$ cat src/rtl/mult_booth_datapath_if.sv
// ============================================================================
// Module : mult_booth_datapath_if
// Brief  : Control/operand/result bundle between Booth control and datapath.
// Rev    : 1.0  initial release
// ============================================================================
`default_nettype none

interface mult_booth_datapath_if #(
    parameter int WIDTH = 32
);
    logic             ctrl_MULT;
    logic [WIDTH-1:0] data_operandA;
    logic [WIDTH-1:0] data_operandB;
    logic             reg_clr;
    logic             reg_ena;
    logic [1:0]       sla_ena;
    logic             adder_opcode;
    logic [1:0]       l2;
    logic [WIDTH-1:0] data_result;
    logic             data_exception;
    logic             result_valid;

    modport master (
        output ctrl_MULT, data_operandA, data_operandB,
        output reg_clr, reg_ena, sla_ena, adder_opcode,
        input  l2, data_result, data_exception, result_valid
    );

    modport slave (
        input  ctrl_MULT, data_operandA, data_operandB,
        input  reg_clr, reg_ena, sla_ena, adder_opcode,
        output l2, data_result, data_exception, result_valid
    );
endinterface

`default_nettype wire

$ cat src/rtl/mult_booth_datapath.sv
// ============================================================================
// Module : mult_booth_datapath
// Brief  : Radix-4 Booth multiplier datapath: multiplicand, product register,
//          step counter, signed result and overflow flag.
// Rev    : 1.0  initial release
// ============================================================================
`default_nettype none

module mult_booth_datapath #(
    parameter int WIDTH  = 32,
    parameter int STEP_W = 5
) (
    input  wire logic             clk,
    input  wire logic             resetn,
    mult_booth_datapath_if.slave  bus
);
    localparam logic [STEP_W-1:0] c_STEPS = STEP_W'(WIDTH / 2);

    logic [WIDTH-1:0]   r_m;
    logic [2*WIDTH-1:0] r_p;
    logic [STEP_W-1:0]  r_step;
    logic               r_valid;
    logic               r_armed;

    logic               w_load;
    logic               w_step;
    logic [WIDTH+1:0]   w_hi;
    logic [WIDTH+1:0]   w_mult;
    logic [WIDTH+1:0]   w_acc;

    assign w_load = bus.ctrl_MULT | bus.reg_clr;
    // r_armed keeps a reset-abandoned operation from stepping until a fresh load.
    assign w_step = bus.reg_ena & r_armed & (r_step != c_STEPS);

    assign w_hi = {{2{r_p[2*WIDTH-1]}}, r_p[2*WIDTH-1:WIDTH]};

    always_comb begin
        w_mult = '0;
        case (bus.sla_ena)
            2'b01:   w_mult = {{2{r_m[WIDTH-1]}}, r_m};
            2'b10:   w_mult = {r_m[WIDTH-1], r_m, 1'b0};
            default: w_mult = '0;
        endcase
    end

    assign w_acc = bus.adder_opcode ? (w_hi - w_mult) : (w_hi + w_mult);

    always_ff @(posedge clk or negedge resetn) begin
        if (!resetn) begin
            r_m     <= '0;
            r_p     <= '0;
            r_step  <= '0;
            r_valid <= 1'b0;
            r_armed <= 1'b0;
        end else if (w_load) begin
            r_m     <= bus.data_operandA;
            r_p     <= {{WIDTH{1'b0}}, bus.data_operandB};
            r_step  <= '0;
            r_valid <= 1'b0;
            r_armed <= 1'b1;
        end else if (w_step) begin
            // Arithmetic shift right by 2 of {acc, P_lo}; dropped MSBs are sign copies.
            r_p    <= {w_acc, r_p[WIDTH-1:2]};
            r_step <= r_step + STEP_W'(1);
            if (r_step == c_STEPS - STEP_W'(1)) begin
                r_valid <= 1'b1;
            end
        end
    end

    assign bus.l2             = r_p[1:0];
    assign bus.data_result    = r_p[WIDTH-1:0];
    assign bus.result_valid   = r_valid;
    assign bus.data_exception = r_valid & (r_p[2*WIDTH-1:WIDTH] != {WIDTH{r_p[WIDTH-1]}});

endmodule

`default_nettype wire

$ cat src/flat_wrapper.sv
// flat-port wrapper written by rule: the top's interface ports become plain ports
module mult_booth_datapath_flat 
#(
    parameter int WIDTH  = 32,
    parameter int STEP_W = 5
)
  (clk, resetn, bus_ctrl_MULT, bus_data_operandA, bus_data_operandB, bus_reg_clr, bus_reg_ena, bus_sla_ena, bus_adder_opcode, bus_l2, bus_data_result, bus_data_exception, bus_result_valid);
  mult_booth_datapath_if #(.WIDTH(WIDTH)) bus_i ();
  input  wire logic clk;
  input  wire logic resetn;
  input wire logic [$bits(bus_i.ctrl_MULT)-1:0] bus_ctrl_MULT;
  input wire logic [$bits(bus_i.data_operandA)-1:0] bus_data_operandA;
  input wire logic [$bits(bus_i.data_operandB)-1:0] bus_data_operandB;
  input wire logic [$bits(bus_i.reg_clr)-1:0] bus_reg_clr;
  input wire logic [$bits(bus_i.reg_ena)-1:0] bus_reg_ena;
  input wire logic [$bits(bus_i.sla_ena)-1:0] bus_sla_ena;
  input wire logic [$bits(bus_i.adder_opcode)-1:0] bus_adder_opcode;
  output wire logic [$bits(bus_i.l2)-1:0] bus_l2;
  output wire logic [$bits(bus_i.data_result)-1:0] bus_data_result;
  output wire logic [$bits(bus_i.data_exception)-1:0] bus_data_exception;
  output wire logic [$bits(bus_i.result_valid)-1:0] bus_result_valid;
  assign bus_i.ctrl_MULT = bus_ctrl_MULT;
  assign bus_i.data_operandA = bus_data_operandA;
  assign bus_i.data_operandB = bus_data_operandB;
  assign bus_i.reg_clr = bus_reg_clr;
  assign bus_i.reg_ena = bus_reg_ena;
  assign bus_i.sla_ena = bus_sla_ena;
  assign bus_i.adder_opcode = bus_adder_opcode;
  assign bus_l2 = bus_i.l2;
  assign bus_data_result = bus_i.data_result;
  assign bus_data_exception = bus_i.data_exception;
  assign bus_result_valid = bus_i.result_valid;
  mult_booth_datapath #(.WIDTH(WIDTH), .STEP_W(STEP_W)) u_core (.clk(clk), .resetn(resetn), .bus(bus_i));
endmodule
$ cat config.mk
export PLATFORM = sky130hd
export DESIGN_NAME = mult_booth_datapath_flat
export DESIGN_NICKNAME = d
export VERILOG_FILES = /design/src/rtl/mult_booth_datapath_if.sv /design/src/rtl/mult_booth_datapath.sv /design/src/flat_wrapper.sv
export SDC_FILE = /design/constraint.sdc
export NUM_CORES = 1
export LEC_CHECK = 0
export CAP_MARGIN = 20
export CORE_MARGIN = 8
export CORE_UTILIZATION = 55
export DETAILED_ROUTE_END_ITERATION = 10
export PLACE_DENSITY = 0.88
export SLEW_MARGIN = 20
export SYNTH_ARGS = -nofsm -noshare
export SYNTH_HDL_FRONTEND = slang
export SYNTH_SLANG_ARGS = --single-unit
$ cat constraint.sdc
create_clock -name clk -period 6.06 [get_ports clk]
set_input_delay 1.515 -clock clk [delete_from_list [all_inputs] [get_ports clk]]
set_output_delay 1.515 -clock clk [all_outputs]
set_load 0.03 [all_outputs]
==> flow_metrics.env, run 1 <==
export IMPL_outcome="complete, no violations"
export IMPL_drive_above_1_share=0.0903
export IMPL_r2r_end="u_core.r_p[62]"
export IMPL_ctsHoldBuffers=0
export IMPL_port_buffers=107
export IMPL_drt_wirelength_per_cell_um=15.9
export IMPL_fin_nets=1227
export IMPL_whs_endpoint="u_core.r_m[30]"
export IMPL_drc=0
export IMPL_tns_ns=0
export IMPL_synth_seq_cells=103
export IMPL_die_h_um=135
export IMPL_routed_via_density=5.90
export IMPL_mostFrequentLayoutCells="nand2_1, clkdlybuf4s50_1, dfrtp_1"
export IMPL_required_ns=6.28
export IMPL_num_vias=7662
export IMPL_first_pass_iters=5
export IMPL_place_ws_ns=-0.286
export IMPL_final_core_util=0.679
export IMPL_netlist_area_sq_um=7840
export IMPL_path_clk_slew_ns=0.07
export IMPL_final_common_cell="nand2_1"
export IMPL_r2r_start="u_core.r_m[0]"
export IMPL_synth_seq_area_share=0.329
export IMPL_p_leak_nw=4.14
export IMPL_p_total_mw=2.38
export IMPL_whs_ns=0.534
export IMPL_place_inst=1284
export IMPL_core_rowCount=43
export IMPL_synth_edf_count=0
export IMPL_design_area_sq_um=9420
export IMPL_dp_hpwl_mm=15.0
export IMPL_wirelength_mm=20.6
export IMPL_syn_to_final_growth_pct=20.2
export IMPL_timing_hold_violations_final=0
export IMPL_grt_busiest_layer="met2"
export IMPL_ant_nets=0
export IMPL_grt_overflow=0
export IMPL_power_density_nw_per_um2=253
export IMPL_synth_cell_types=60
export IMPL_critPathCaptureType="flop"
export IMPL_syn_nets=1147
export IMPL_use_met1=0.311
export IMPL_coreArea_sq_um=13900
export IMPL_r2r_slack_ns=1.79
export IMPL_ir_drop_v=0.000148
export IMPL_htreeDepth=3
export IMPL_instances_no_fill=1298
export IMPL_synth_ff_type="dfrtp_1"
export IMPL_synth_cells=1035
export IMPL_cts_root_buf="clkbuf_16"
export IMPL_initialDrtViolationCount=596
export IMPL_start_util=0.565
export IMPL_met2_usage=0.357
export IMPL_setup_viol=0
export IMPL_postCtsSetupBuffers=0
export IMPL_design_die_area_sq_um=18300
export IMPL_grt_first_pass_wirelength_mm=34.4
export IMPL_finClkSkew_ns=0.00580
export IMPL_crit_arrival_ns=6.09
export IMPL_drv_cap=0
export IMPL_synthArstFlopShare=1.00
export IMPL_place_congestion=0.955
export IMPL_cts_sinks=103
export IMPL_tightest_slew_ns=0.885
export IMPL_ys_warn_count=0
export IMPL_min_period_over_period=0.968
export IMPL_period_needed_ns=5.87
export IMPL_critPathLaunchType="input pin"
export IMPL_num_io_pins=108
export IMPL_slew_viol_final=0
export IMPL_hold_path_class="flop to flop"
export IMPL_insertion_delay_ns=0.35
export IMPL_grtUsageMet3=0.0352
export IMPL_cts_resized=0
export IMPL_hp_start="u_core.r_m[30]"
export IMPL_n_antenna_cell=0
export IMPL_cts_path_max_buffers=2
export IMPL_holdPathStages=2
export IMPL_cts_tree="done"
export IMPL_crit_fanout=4
export IMPL_r2r_cells=21
export IMPL_critPathKind="input pin to flop"
export IMPL_grt_max_degree=67
export IMPL_cts_buffers=9
export IMPL_placed_area_sq_um=9100
export IMPL_synth_area_per_cell_sq_um=7.57
export IMPL_slew_headroom=0.409
export IMPL_antenna_found_initial=0
export IMPL_fmax_mhz=170
export IMPL_die_w_um=135
export IMPL_grt_pass1_vias=7098
export IMPL_grt_total_usage=0.226
export IMPL_fin_ws_ns=0.193
Yosys cell counts (all sizes together) (26+ instances only):
master | count | share of area
nand2 | 230 | 0.11
clkbuf | 54 | 0.026
buf | 43 | 0.037
a31oi | 45 | 0.036
xor2 | 34 | 0.038
a22oi | 33 | 0.032
dfrtp | 103 | 0.33
a21oi | 79 | 0.050
nor2 | 99 | 0.048
o21ai | 55 | 0.035
ha | 39 | 0.062
xnor2 | 26 | 0.029
power by group:
part / switching, mW / total (mW) / internal [mW] / leakage, nW
combinational: 0.540 / 1.00 / 0.462 / 2.73
sequential: 0.0788 / 0.824 / 0.745 / 1.28
clock: 0.260 / 0.557 / 0.296 / 0.129
worst max-delay path, cell delays in order:
cell and delay, ns:
clkdlybuf4s50_1 0.48, inv_1 0.07, ha_4 0.28, nor2b_2 0.05
a22oi_2 0.23, ha_1 0.20, inv_1 0.05, or4_4 0.57
nor3_4 0.22, nand2_2 0.10, buf_4 0.15, nor2_1 0.09
nor2_1 0.05, xor2_1 0.18, ha_1 0.36, buf_4 0.17
o21ai_0 0.17, o21ai_0 0.11, a21oi_1 0.16, o31a_1 0.14
o21ai_2 0.09, a21o_1 0.20, a31oi_1 0.20, xor2_1 0.16
o21ai_0 0.10
flip-flops by register name, indices dropped and copies added (netlist names):
register	count
u_core.r_p	64
u_core.r_m	32
u_core.r_step	5
u_core.bus.result_valid	1
u_core.r_armed	1
worst max path at each step:
stage / end / startpoint / slack (ns)
after floorplan: u_core.r_p[63] / bus_sla_ena[0] / 0.05
after global placement: u_core.r_p[62] / bus_sla_ena[0] / -0.12
after detailed placement: u_core.r_p[63] / bus_sla_ena[0] / -0.29
after CTS: u_core.r_p[63] / bus_sla_ena[0] / 0.07
after global routing: u_core.r_p[63] / bus_sla_ena[0] / -0.09
final: u_core.r_p[62] / bus_sla_ena[0] / 0.19
cell families after synthesis:
group,Yosys count,share of synthesized area
and+or+nand+nor,431,0.239
DFF,103,0.329
xor gates and xnor gates,60,0.0671
adders and majority gates,40,0.0648
AOI/OAI and AO/OA,283,0.226
buffers and inverters,116,0.0720
muxes,2,0.00255
cell type report:
type | instances | area (sq um)
Multi-Input combinational cell | 816 | 4760
Fill cell | 1135 | 4460
Sequential cell | 103 | 2580
Timing Repair Buffer | 166 | 1510
Clock buffer | 11 | 253
Tap cell | 180 | 225
Inverter | 19 | 71.3
Clock inverter | 3 | 20.0
routing by layer:
metal | vias to the layer above | part of all wire
li1 | 3748 | -
met1 | 3576 | 0.45
met2 | 312 | 0.45
met3 | 26 | 0.076
met4 | 0 | 0.017
met5 | - | 0
Note: power is estimated with default switching activity, not from simulation.
==> run 2: changes to the inputs <==
PLACE_DENSITY = default   (was 0.88)
PLACE_DENSITY_LB_ADDON = 0.3   (was default)
RECOVER_POWER = 100   (was default)
==> run 2 against run 1 <==
Effect of this change: the flow now finishes with violations (max-capacitance violations, max-slew violations); sequential share of layout area barely moved; critical path depth is 1 lower; power increased by 0.22%; flip-flop and latch count stayed put; worst setup slack improved by 0.077 ns; combinational power hardly changed; clock skew decreased by 0.00090 ns; wire length decreased by 1.1%; fmax grew 1.3%; design area is essentially flat; sequential power is essentially flat; critical path type unchanged; largest power group unchanged.
==> flow_metrics.env, run 2 (same netlist as run 1, synthesis figures left out) <==
export IMPL_num_fill_cells=1190
export IMPL_grt_total_usage=0.226
export IMPL_syn_to_final_growth_pct=20.2
export IMPL_final_core_util=0.679
export IMPL_dp_hpwl_mm=14.8
export IMPL_first_pass_iters=5
export IMPL_path_clk_slew_ns=0.07
export IMPL_initialDrtViolationCount=504
export IMPL_slowest_delay_ns=0.56
export IMPL_drt_wirelength_per_cell_um=15.7
export IMPL_r2r_start="u_core.r_m[0]"
export IMPL_violations="max-capacitance violations, max-slew violations"
export IMPL_grt_max_degree=61
export IMPL_crit_fanout=3
export IMPL_fin_ws_ns=0.271
export IMPL_cts_buffers=9
export IMPL_period_needed_ns=5.79
export IMPL_p_total_mw=2.39
export IMPL_instances_no_fill=1301
export IMPL_drive_above_1_share=0.0865
export IMPL_n_antenna_cell=0
export IMPL_largest_register_ffs=64
export IMPL_critPathKind="input pin to flop"
export IMPL_tightest_slew_ns=3.24
export IMPL_place_ws_ns=-0.209
export IMPL_finClkSkew_ns=0.00489
export IMPL_top_regs="u_core.r_p: 64 flops, u_core.r_m: 32 flops, u_core.r_step: 5 flops"
export IMPL_wirelength_mm=20.4
export IMPL_grt_overflow=0
export IMPL_fin_nets=1230
export IMPL_slew_headroom=-1.16
export IMPL_holdPathStages=1
export IMPL_place_congestion=0.942
export IMPL_ant_nets=0
export IMPL_p_leak_nw=4.15
export IMPL_hp_start="u_core.r_armed"
export IMPL_die_h_um=135
export IMPL_coreArea_sq_um=13900
export IMPL_whs_ns=0.532
export IMPL_core_rowCount=43
export IMPL_hold_path_class="flop to flop"
export IMPL_multi_input_area_sq_um=4740
export IMPL_path_buf_inv=3
export IMPL_grt_pass1_vias=7070
export IMPL_design_area_sq_um=9420
export IMPL_insertion_delay_ns=0.35
export IMPL_postCtsSetupBuffers=0
export IMPL_setup_viol=0
export IMPL_critPathLaunchType="input pin"
export IMPL_whs_endpoint="u_core.r_armed"
export IMPL_power_density_nw_per_um2=253
export IMPL_max_flop_register="u_core.r_p"
export IMPL_outcome="finished with violations"
export IMPL_crit_arrival_ns=6.02
export IMPL_cts_path_max_buffers=2
export IMPL_place_inst=1287
export IMPL_rsz0062_at_grt="yes"
export IMPL_num_vias=7546
export IMPL_grt_first_pass_wirelength_mm=34.3
export IMPL_min_period_over_period=0.955
export IMPL_cts_tree="done"
export IMPL_design_die_area_sq_um=18300
export IMPL_port_buffers=107
export IMPL_placed_area_sq_um=9120
export IMPL_final_common_cell="nand2_1"
export IMPL_critPathCaptureType="flop"
export IMPL_drc=0
export IMPL_cts_root_buf="clkbuf_16"
export IMPL_die_w_um=135
export IMPL_routed_via_density=5.80
export IMPL_r2r_end="u_core.r_p[63]"
export IMPL_antenna_found_initial=0
export IMPL_cts_sinks=103
export IMPL_htreeDepth=3
export IMPL_required_ns=6.29
export IMPL_ir_drop_v=0.000162
export IMPL_num_io_pins=108
export IMPL_r2r_slack_ns=1.90
export IMPL_drv_cap=2
export IMPL_r2r_cells=20
export IMPL_fmax_mhz=173
export IMPL_tns_ns=0
export IMPL_cp_top_family="simple AND/OR/NAND/NOR gates"
export IMPL_timing_hold_violations_final=0
export IMPL_path_cells="clkdlybuf4s50_1 -> inv_1 -> ha_1 -> nor2b_2 -> a22oi_2 -> ha_1 -> inv_1 -> or4_4 -> nor3_4 -> nand2_2 -> nor2_4 -> and3_1 -> nor2_1 -> xor2_1 -> ha_1 -> nand4_1 -> nor3_2 -> a21oi_1 -> nor3b_2 -> a21oi_2 -> o221ai_1 -> a21oi_1 -> xnor2_1 -> a21oi_1"
export IMPL_seq_area_sq_um=2580
export IMPL_start_util=0.565
export IMPL_slowest_stage="or4_4"
export IMPL_mostFrequentLayoutCells="nand2_1, dfrtp_1, nor2_1"
export IMPL_ctsHoldBuffers=0
export IMPL_slew_viol_final=102
[run 2: worst max path at each step]
stage / depth (start not counted) / slack, ns / to / startpoint
after floorplan: 26 / 0.05 / u_core.r_p[63] / bus_sla_ena[0]
after global placement: 25 / -0.12 / u_core.r_p[62] / bus_sla_ena[0]
after detailed placement: 24 / -0.21 / u_core.r_p[63] / bus_sla_ena[0]
after CTS: 24 / 0.16 / u_core.r_p[63] / bus_sla_ena[0]
after global routing: 24 / -0.07 / u_core.r_p[63] / bus_sla_ena[0]
final: 24 / 0.27 / u_core.r_p[63] / bus_sla_ena[0]
[run 2: final cells by class]
type                    instances  area share
clock buffers                  10      0.0243
clock inverters                 4     0.00518
inverters                      19     0.00757
multi-input cells             816       0.504
flip-flops and latches        103       0.274
well taps                     180      0.0239
repair buffers                169       0.162
[run 2: timing repair]
item / in CTS / in global routing
setup endpoints to repair: 0 / 10
endpoints found under the hold margin: 0 / 0
gates resized for setup: 0 / 8
[run 2: where the power goes]
group | leakage [nW] | switching, mW | internal, mW
sequential | 1.28 | 0.0782 | 0.745
combinational | 2.73 | 0.534 | 0.457
clock | 0.138 | 0.257 | 0.315
total | 4.15 | 0.870 | 1.52
[run 2: routing by layer]
| metal | track usage | vias up | wire (um) |
|---|---|---|---|
| met5 | 0 | - | 0 |
| met4 | 0.0746 | 0 | 397 |
| met3 | 0.0312 | 26 | 1540 |
| met2 | 0.347 | 303 | 8820 |
| met1 | 0.320 | 3467 | 9620 |
| li1 | - | 3750 | - |
[run 2: worst reg2reg max path: stages, from the launching register on]
cell      delay (ns)
dfrtp_1         0.46
a22oi_2         0.21
ha_1            0.19
inv_1           0.05
or4_4           0.56
nor3_4          0.22
nand2_2         0.10
nor2_4          0.11
and3_1          0.19
nor2_1          0.06
xor2_1          0.17
ha_1            0.30
nand4_1         0.14
nor3_2          0.22
a21oi_1         0.11
nor3b_2         0.18
a21oi_2         0.21
o221ai_1        0.17
a21oi_1         0.18
xnor2_1         0.13
a21oi_1         0.08
==> run 3: changes to the inputs <==
CELL_PAD_IN_SITES_DETAIL_PLACEMENT = 1   (was default)
CELL_PAD_IN_SITES_GLOBAL_PLACEMENT = 1   (was default)
CORE_UTILIZATION = 44   (was 55)
==> run 3 against run 2 <==
Effect of this change: worst setup slack worse by 0.018 ns; clock skew is 0.0044 ns higher; wire length is 20% higher; largest cell class unchanged; critical endpoint unchanged; the run still ends with max-capacitance violations, max-slew violations left; combinational power is 7% higher.
==> flow_metrics.env, run 3 (same netlist as run 1, synthesis figures left out) <==
export IMPL_outcome="finished with violations"
export IMPL_violations="max-capacitance violations, max-slew violations"
export IMPL_hp_start="u_core.r_armed"
export IMPL_setup_viol=0
export IMPL_finClkSkew_ns=0.00927
export IMPL_slew_viol_final=200
export IMPL_first_pass_iters=5
export IMPL_routed_via_density=5.69
export IMPL_power_density_nw_per_um2=262
export IMPL_place_ws_ns=-0.447
export IMPL_grt_overflow=0
export IMPL_die_h_um=149
export IMPL_drc=0
export IMPL_holdPathStages=1
export IMPL_place_congestion=0.891
export IMPL_cts_root_buf="clkbuf_16"
export IMPL_syn_to_final_growth_pct=23.3
export IMPL_initialDrtViolationCount=404
export IMPL_port_buffers=107
export IMPL_slowest_stage="or4_4"
export IMPL_slowest_delay_ns=0.57
export IMPL_r2r_cells=19
export IMPL_htreeDepth=3
export IMPL_num_io_pins=108
export IMPL_r2r_slack_ns=1.84
export IMPL_num_vias=7775
export IMPL_wirelength_mm=24.5
export IMPL_slew_headroom=-1.61
export IMPL_path_clk_slew_ns=0.08
export IMPL_drt_wirelength_per_cell_um=17.9
export IMPL_required_ns=6.28
export IMPL_ctsHoldBuffers=0
export IMPL_p_leak_nw=4.24
export IMPL_drive_above_1_share=0.105
export IMPL_antenna_found_initial=0
export IMPL_final_core_util=0.545
export IMPL_whs_endpoint="u_core.r_armed"
export IMPL_design_die_area_sq_um=22300
export IMPL_top_regs="u_core.r_p: 64 flops, u_core.r_m: 32 flops, u_core.r_step: 5 flops"
export IMPL_grt_first_pass_wirelength_mm=40.6
export IMPL_critPathLaunchType="input pin"
export IMPL_n_antenna_cell=0
export IMPL_cts_path_max_buffers=2
export IMPL_design_area_sq_um=9660
export IMPL_placed_area_sq_um=9280
export IMPL_grt_max_degree=70
export IMPL_grt_pass1_vias=7982
export IMPL_coreArea_sq_um=17700
export IMPL_ant_nets=0
export IMPL_core_rowCount=49
export IMPL_critPathKind="input pin to flop"
export IMPL_largest_register_ffs=64
export IMPL_grt_total_usage=0.222
export IMPL_min_period_over_period=0.958
export IMPL_crit_arrival_ns=6.03
export IMPL_period_needed_ns=5.81
export IMPL_timing_hold_violations_final=0
export IMPL_drv_cap=5
export IMPL_r2r_start="u_core.r_m[4]"
export IMPL_fmax_mhz=172
export IMPL_insertion_delay_ns=0.37
export IMPL_fin_nets=1244
export IMPL_mostFrequentLayoutCells="nand2_1, dfrtp_1, nor2_1"
export IMPL_die_w_um=149
export IMPL_tns_ns=0
export IMPL_cts_buffers=9
export IMPL_rsz0062_at_grt="no"
export IMPL_critPathCaptureType="flop"
export IMPL_p_total_mw=2.53
export IMPL_r2r_end="u_core.r_p[63]"
export IMPL_start_util=0.442
export IMPL_final_common_cell="nand2_1"
export IMPL_max_flop_register="u_core.r_p"
export IMPL_cts_sinks=103
export IMPL_crit_fanout=3
export IMPL_fin_ws_ns=0.253
export IMPL_ir_drop_v=0.000166
export IMPL_dp_hpwl_mm=18.0
export IMPL_cts_tree="done"
export IMPL_hold_path_class="flop to flop"
export IMPL_tightest_slew_ns=3.92
run 3: through the flow:
stage	cells	hold WS, ns
after floorplan	1035	0.453
after detailed placement	1349	0.521
after global routing	1366	0.560
after CTS	1365	0.548
final	1366	0.551
after global placement	1349	0.495
run 3: worst max path at each step:
stage,startpoint,to,slack [ns]
2_1_floorplan,bus_sla_ena[0],u_core.r_p[63],0.05
3_3_place_gp,bus_sla_ena[0],u_core.r_p[63],-0.16
3_5_place_dp,bus_sla_ena[0],u_core.r_p[63],-0.45
4_1_cts,bus_sla_ena[0],u_core.r_p[63],0.004
5_1_grt,bus_sla_ena[0],u_core.r_p[56],0.01
6_report,bus_sla_ena[0],u_core.r_p[63],0.25
run 3: area by class of cell:
class	count	area, sq um
Multi-Input combinational cell	816	4790
Fill cell	2222	8060
Sequential cell	103	2580
Tap cell	229	287
Clock buffer	10	239
Timing Repair Buffer	183	1620
Inverter	19	71.3
Clock inverter	6	77.6
run 3: report_power, final:
part / switching [mW] / internal, mW
registers: 0.0812 / 0.745
logic: 0.581 / 0.481
clock network: 0.301 / 0.340
total: 0.963 / 1.57
run 3: worst max-delay path: cells and delay by family:
family / cells / cell delay, ns
AO/OA/AOI/OAI: 5 / 0.78
AND/OR/NAND/NOR: 11 / 1.89
buffers and inverters: 4 / 0.74
adder cells (fa/ha/maj): 3 / 0.78
XOR/XNOR: 2 / 0.31
run 3: metal layers:
metal | vias to the layer above | GRT usage | wire, um
li1 | 3784 | - | -
met2 | 169 | 0.364 | 11300
met4 | 0 | 0.0611 | 380
met5 | - | 0 | 0
met1 | 3798 | 0.297 | 11500
met3 | 24 | 0.0369 | 1320
run 3: timing repair:
| item | 4_1_cts | 5_1_grt |
|---|---|---|
| endpoints found under the setup margin | 1 | 12 |
| gates resized for setup | 1 | 19 |
| pin swaps | 0 | 7 |
| buffers inserted | 0 | 1 |
